[config.mk]
export PLATFORM = sky130hd
export DESIGN_NAME = traffic_timer_ctrl
export DESIGN_NICKNAME = d
export VERILOG_FILES = /design/src/rtl/traffic_pkg.sv /design/src/rtl/traffic_sec_prescaler.sv /design/src/rtl/traffic_timer_ctrl.sv
export SDC_FILE = /design/constraint.sdc
export NUM_CORES = 1
export LEC_CHECK = 0
export ABC_AREA = 1
export CAP_MARGIN = 20
export CORE_UTILIZATION = 43
export CTS_CLUSTER_DIAMETER = 150
export CTS_CLUSTER_SIZE = 14
export DETAILED_ROUTE_END_ITERATION = 8
export DONT_BUFFER_PORTS = 1
export HOLD_SLACK_MARGIN = 0.02
export PLACE_DENSITY = 0.69
export SKIP_LAST_GASP = 1
export SLEW_MARGIN = 30
export SYNTH_ARGS = -nofsm -noshare
export SYNTH_HDL_FRONTEND = slang
export SYNTH_SLANG_ARGS = --single-unit
[constraint.sdc]
create_clock -name clk -period 1.4 [get_ports clk]
set_input_delay 0.21 -clock clk [delete_from_list [all_inputs] [get_ports clk]]
set_output_delay 0.21 -clock clk [all_outputs]
set_load 0.1 [all_outputs]
[src/rtl/traffic_pkg.sv]
// Shared definitions for the traffic light controller: light indices, FSM
// state encodings and the duration clamp used by the timing controller.
package traffic_pkg;

    localparam int LIGHT_STATE_WIDTH = 3;

    localparam int GREEN_IDX  = 0;
    localparam int YELLOW_IDX = 1;
    localparam int RED_IDX    = 2;

    typedef enum logic [1:0] {
        ST_IDLE   = 2'd0,
        ST_GREEN  = 2'd1,
        ST_YELLOW = 2'd2,
        ST_RED    = 2'd3
    } light_state_e;

    // A zero-second phase would never produce a handover, so it becomes one second.
    function automatic logic [31:0] clamp_duration(input logic [31:0] dur);
        return (dur == 32'd0) ? 32'd1 : dur;
    endfunction

endpackage

[src/rtl/traffic_sec_prescaler.sv]
// One-second timebase: counts clock cycles while enabled and flags the last
// two cycles of each second.
module traffic_sec_prescaler #(
    parameter int CLK_PER_SEC   = 50000000,
    parameter int SEC_CNT_WIDTH = 26
) (
    input  logic clk,
    input  logic rst_n,
    input  logic en,
    output logic second_cnt_pre_last,
    output logic sec_tick
);

    localparam logic [SEC_CNT_WIDTH-1:0] SEC_LAST     = SEC_CNT_WIDTH'(CLK_PER_SEC - 1);
    localparam logic [SEC_CNT_WIDTH-1:0] SEC_PRE_LAST = SEC_CNT_WIDTH'(CLK_PER_SEC - 2);

    logic [SEC_CNT_WIDTH-1:0] sec_cnt;

    always_ff @(posedge clk or negedge rst_n) begin
        if (!rst_n) begin
            sec_cnt <= '0;
        end else if (!en) begin
            sec_cnt <= '0;
        end else if (sec_cnt == SEC_LAST) begin
            sec_cnt <= '0;
        end else begin
            sec_cnt <= sec_cnt + SEC_CNT_WIDTH'(1);
        end
    end

    assign second_cnt_pre_last = en && (sec_cnt == SEC_PRE_LAST);
    assign sec_tick            = en && (sec_cnt == SEC_LAST);

endmodule

[src/rtl/traffic_timer_ctrl.sv]
// Timing controller for the traffic light FSM: per-light countdown fed by the
// one-second prescaler, with run-time configurable shadow durations.
module traffic_timer_ctrl
    import traffic_pkg::*;
#(
    parameter int CLK_PER_SEC       = 50000000,
    parameter int SEC_CNT_WIDTH     = 26,
    parameter int LIGHT_CNT_WIDTH   = 7,
    parameter int LIGHT_STATE_WIDTH = traffic_pkg::LIGHT_STATE_WIDTH,
    parameter int GREEN_DEFAULT     = 30,
    parameter int YELLOW_DEFAULT    = 3,
    parameter int RED_DEFAULT       = 20
) (
    input  logic                         clk,
    input  logic                         rst_n,
    input  logic                         en,
    input  logic [LIGHT_STATE_WIDTH-1:0] light_cnt_init,
    input  logic                         cfg_load,
    input  logic [LIGHT_CNT_WIDTH-1:0]   green_time,
    input  logic [LIGHT_CNT_WIDTH-1:0]   yellow_time,
    input  logic [LIGHT_CNT_WIDTH-1:0]   red_time,
    output logic                         second_cnt_pre_last,
    output logic                         light_cnt_last,
    output logic                         sec_tick,
    output logic [LIGHT_CNT_WIDTH-1:0]   remain_sec
);

    localparam logic [LIGHT_CNT_WIDTH-1:0] ONE        = LIGHT_CNT_WIDTH'(1);
    localparam logic [LIGHT_CNT_WIDTH-1:0] GREEN_RST  = LIGHT_CNT_WIDTH'(clamp_duration(32'(GREEN_DEFAULT)));
    localparam logic [LIGHT_CNT_WIDTH-1:0] YELLOW_RST = LIGHT_CNT_WIDTH'(clamp_duration(32'(YELLOW_DEFAULT)));
    localparam logic [LIGHT_CNT_WIDTH-1:0] RED_RST    = LIGHT_CNT_WIDTH'(clamp_duration(32'(RED_DEFAULT)));

    logic [LIGHT_CNT_WIDTH-1:0] shadow_green;
    logic [LIGHT_CNT_WIDTH-1:0] shadow_yellow;
    logic [LIGHT_CNT_WIDTH-1:0] shadow_red;
    logic [LIGHT_CNT_WIDTH-1:0] light_cnt;
    logic [LIGHT_CNT_WIDTH-1:0] light_cnt_next;

    traffic_sec_prescaler #(
        .CLK_PER_SEC   (CLK_PER_SEC),
        .SEC_CNT_WIDTH (SEC_CNT_WIDTH)
    ) u_prescaler (
        .clk                 (clk),
        .rst_n               (rst_n),
        .en                  (en),
        .second_cnt_pre_last (second_cnt_pre_last),
        .sec_tick            (sec_tick)
    );

    always_ff @(posedge clk or negedge rst_n) begin
        if (!rst_n) begin
            shadow_green  <= GREEN_RST;
            shadow_yellow <= YELLOW_RST;
            shadow_red    <= RED_RST;
        end else if (cfg_load) begin
            shadow_green  <= LIGHT_CNT_WIDTH'(clamp_duration(32'(green_time)));
            shadow_yellow <= LIGHT_CNT_WIDTH'(clamp_duration(32'(yellow_time)));
            shadow_red    <= LIGHT_CNT_WIDTH'(clamp_duration(32'(red_time)));
        end
    end

    // Disabled keeps green pre-armed because IDLE->GREEN has no init pulse.
    // Loads read the shadow before a same-edge cfg_load updates it.
    always_comb begin
        light_cnt_next = light_cnt;
        if (!en) begin
            light_cnt_next = shadow_green - ONE;
        end else if (light_cnt_init[RED_IDX]) begin
            light_cnt_next = shadow_red - ONE;
        end else if (light_cnt_init[YELLOW_IDX]) begin
            light_cnt_next = shadow_yellow - ONE;
        end else if (light_cnt_init[GREEN_IDX]) begin
            light_cnt_next = shadow_green - ONE;
        end else if (second_cnt_pre_last && (light_cnt != '0)) begin
            light_cnt_next = light_cnt - ONE;
        end
    end

    always_ff @(posedge clk or negedge rst_n) begin
        if (!rst_n) begin
            light_cnt <= GREEN_RST - ONE;
        end else begin
            light_cnt <= light_cnt_next;
        end
    end

    assign light_cnt_last = (light_cnt == '0);
    assign remain_sec     = light_cnt + ONE;

endmodule

==> metrics.md <==
| Metric | Value |
|---|---|
| Outcome | finished with violations |
| Failing checks | hold timing, setup timing |
| Sequential area share after synthesis | 37.4% |
| Number of clock sinks | 54 |
| Final TNS setup | -9.32 ns |
| Maxcap violations | 0 |
| GRT Total Usage | 24.6% |
| Remaining Overflow, GRT | 0 |
| Placed Cells | between 700 and 800 |
| Crit path kind | register to output pin |
| CORE AREA | 8220 µm² |
| Post-Syn Area | 3660 µm² |
| Fill cell count | around 610 |
| Launching point of the worst reg2reg path | light_cnt[2] |
| Worst path slowest cell | dfstp_2 |
| Adder-Cell Fraction of Synth Area | 2.74% |
| Total CTS buffers | 5 |
| Endpoints failing setup | 34 |
| Post-synthesis mux area share | 1.44% |
| Post-layout min period | 1.97 ns |
| Worst path required time | 1.19 ns |
| R2r worst-path depth | 12 |
| Largest family of logic cells by synthesized area | simple AND/OR/NAND/NOR gates |
| CP Capture Type | output pin |
| Startpoint type of the worst setup path | register |
| CP peak stage delay | 0.58 ns |
| Commonest non-fill, non-tap cell in the layout | nand2_1 |
| First-pass GRT wire length | 17100 µm |
| CTS root buf | clkbuf_8 |
| HP Class | input port to async pin |
| Utilization after layout | between 60% and 70% |
| Pins over their slew limit | 0 |
| DRT iter0 DRCs | 242 |
| Async SR Flop Fraction | 100% |
| Die Width | around 94 µm |
| Initial antenna violation count | 0 |
| CP top delay family | flip-flops |
| Commonest cells after routing, fill and taps aside | nand2_1 (102), buf_4 (88), nor2_1 (59) |
| Critical-path maximum fanout | 2 |
| Die area | 8880 µm² |
| RSZ-0062 raised after global routing | yes |
| Worst-path cell chain | ha_4 -> nand3_4 -> nor3_4 -> xor2_4 -> buf_12 |
| Hold Slack | -0.433 ns |
| CP arrival | between 1.5 and 2 ns |
| Avg Synthesized Cell Area | 7.14 µm² |
| Routed Antenna Nets | 0 |
| FP Rows | 33 |
| Synthesized-area fraction occupied by and/or/nand/nor cells | 37.4% |
| First-pass DRT Iterations | 5 |
| Area Growth Syn to Fin | 56.0% |
| Setup WS post-layout | -0.566 ns |
| Die height | 94.2 µm |
| Post-synthesis register bit count | 54 |
| Slew @ Worst Pin | 0.756 ns |
| Final Wtd Congestion | 0.903 |
| F_max | 509 MHz |
| Hpwl dp | 7550 µm |
| Xor/xnor share of the synthesized area | 4.07% |
| Post-synth EDFFs | 0 |
| Clk slew on worst S/H paths | approximately 0.11 ns |
| ANT cells | 0 |
| Leakage power | 0.00267 µW |
| Via count | around 4000 |
| Max Root-Sink Buffers | 2 |
| I/O pin cnt | 38 |
| Final Net Count | 682 |
| Worst skew pair latency | 0.32 ns |
| Largest net degree at the start of global routing | between 50 and 60 |
| Final Hold Fails | 54 |
| Max Clock Skew | 0.0124 ns |
| Drt total wl | 10800 µm |
| # H-tree levels | 2 |
| Port bufs | 0 |
| Non-Filler Instances | 752 |
| Post-synth top flop | dfrtp_1 |
| Net Count, Synth | 548 |
| CP bufs+invs | 1 |
| Vias per cell | 5.22 |
| CTS tree | done |
| Complex-gate fraction of the synthesized area | under 10% |
| Period utilization | 140% |
| Layout cells sized above 1 | 38.3% |
| R2R Setup Slk | -0.38 ns |
| DRC | 0 |
| Starting Density | 44.5% |
| VDD IR max | 0.000603 V |
| Yosys cell types | between 40 and 50 |
| Routed len/inst | 14.4 µm |
| Warnings from Yosys | 0 |
| Critical R2R Capture | light_cnt[3] |
| Pwr Density | 788 nW/µm² |
| Vias in the first global route | 3576 |
| Cells after synthesis | 512 |
| Max_slew headroom | about 50% |
==> cell families after synthesis <==
family,after synthesis
compound gates,56
buf+inv,82
simple gates,290
mux,5
xor+xnor,17
flops,54
fa+ha+maj,8
==> worst reg2reg max path, cell delays in order, from the launching register on <==
cell	delay, ns
dfstp_2	0.63
buf_4	0.14
buf_6	0.08
nor2_2	0.03
and2_4	0.14
nand3_4	0.08
buf_4	0.13
nand3_4	0.13
nand2_8	0.15
inv_4	0.04
nor2_2	0.07
nand2_1	0.05
nand2_1	0.05
==> routing by layer <==
| metal | part of all wire (%) | wire, µm | GRT usage, % |
|---|---|---|---|
| met1 | 46 | 4970 | 36.5 |
| met2 | 48 | 5150 | 37.3 |
| met3 | 5.1 | 554 | 3.88 |
| met4 | 1.2 | 135 | 5.26 |
| met5 | 0 | 0 | 0 |
==> through the flow <==
| step | setup WS, ns | area (µm²) | hold slack (ns) | total power [µW] |
|---|---|---|---|---|
| 2_1_floorplan | -0.625 | 3850 | -0.0856 | 2760 |
| 3_3_place_gp | -0.301 | 4780 | -0.0839 | 3200 |
| 3_5_place_dp | -0.341 | 4780 | -0.0840 | 3220 |
| 4_1_cts | -0.604 | 5260 | -0.449 | 4320 |
| 5_1_grt | -0.648 | 5700 | -0.455 | 4710 |
| 6_report | -0.566 | 5700 | -0.433 | 4490 |
==> Yosys cell counts (2+ instances only) <==
cell type	n	area, µm²
o21ai_1	4	20.0
nand2_2	2	12.5
ha_1	8	100
xor2_1	13	114
dfstp_2	12	315
nor3_2	3	30.0
mux2i_1	3	30.0
a31oi_1	2	12.5
mux2_2	2	22.5
o21ai_0	27	135
nand4_1	15	93.8
nor3_1	14	70.1
buf_2	2	10.0
nand2_1	110	413
nor4_1	4	25.0
a21oi_1	15	75.1
nand3_1	50	250
nor2_1	74	278
nor2_4	2	22.5
dfrtp_1	42	1050
inv_1	64	240
nand3_2	3	30.0
nor2_2	2	12.5
nand2_4	2	22.5
inv_2	6	22.5
o21bai_1	2	15.0
a211oi_1	2	15.0
xnor2_1	4	35.0
nor3b_1	3	22.5
clkbuf_1	8	30.0
==> report_power, final <==
part           switching, µW  internal [µW]  leakage [µW]
registers                102           1690      0.000677
logic                   1000            747       0.00194
clock network            589            370     0.0000491
total                   1690           2800       0.00267
==> state kept, by name, summed over array words and instances (netlist names) <==
register / flops
shadow_yellow: 7
shadow_red: 7
u_prescaler.sec_cnt: 26
shadow_green: 7
light_cnt: 7
==> cell type report <==
cell class | instances | area [µm²] | area share [%]
multi-input combinational | 377 | 2530 | 44.3
sequential | 54 | 1370 | 24.0
timing repair buffer | 137 | 1290 | 22.6
inverter | 71 | 293 | 5.13
tap | 105 | 131 | 2.30
clock buffer | 5 | 68.8 | 1.21
clock inverter | 3 | 26.3 | 0.461
==> worst max path at each step <==
| stage | from | end | slack (ns) | cells past startpoint |
|---|---|---|---|---|
| after floorplan | light_cnt[0] | remain_sec[5] | -0.62 | 4 |
| after global placement | light_cnt[0] | remain_sec[6] | -0.30 | 5 |
| after detailed placement | light_cnt[0] | remain_sec[6] | -0.34 | 5 |
| after CTS | light_cnt[0] | remain_sec[6] | -0.60 | 5 |
| after global routing | light_cnt[0] | remain_sec[6] | -0.65 | 5 |
| final | light_cnt[0] | remain_sec[6] | -0.57 | 5 |
==> timing repair <==
item	in CTS	in global routing
hold buffers	18	1
cloned	1	0
pin swaps	18	47
buffers inserted	10	18
endpoints found under the setup margin	37	41
hold endpoints to repair	75	55
resized for setup	37	81
Note: power is estimated with default switching activity, not from simulation.
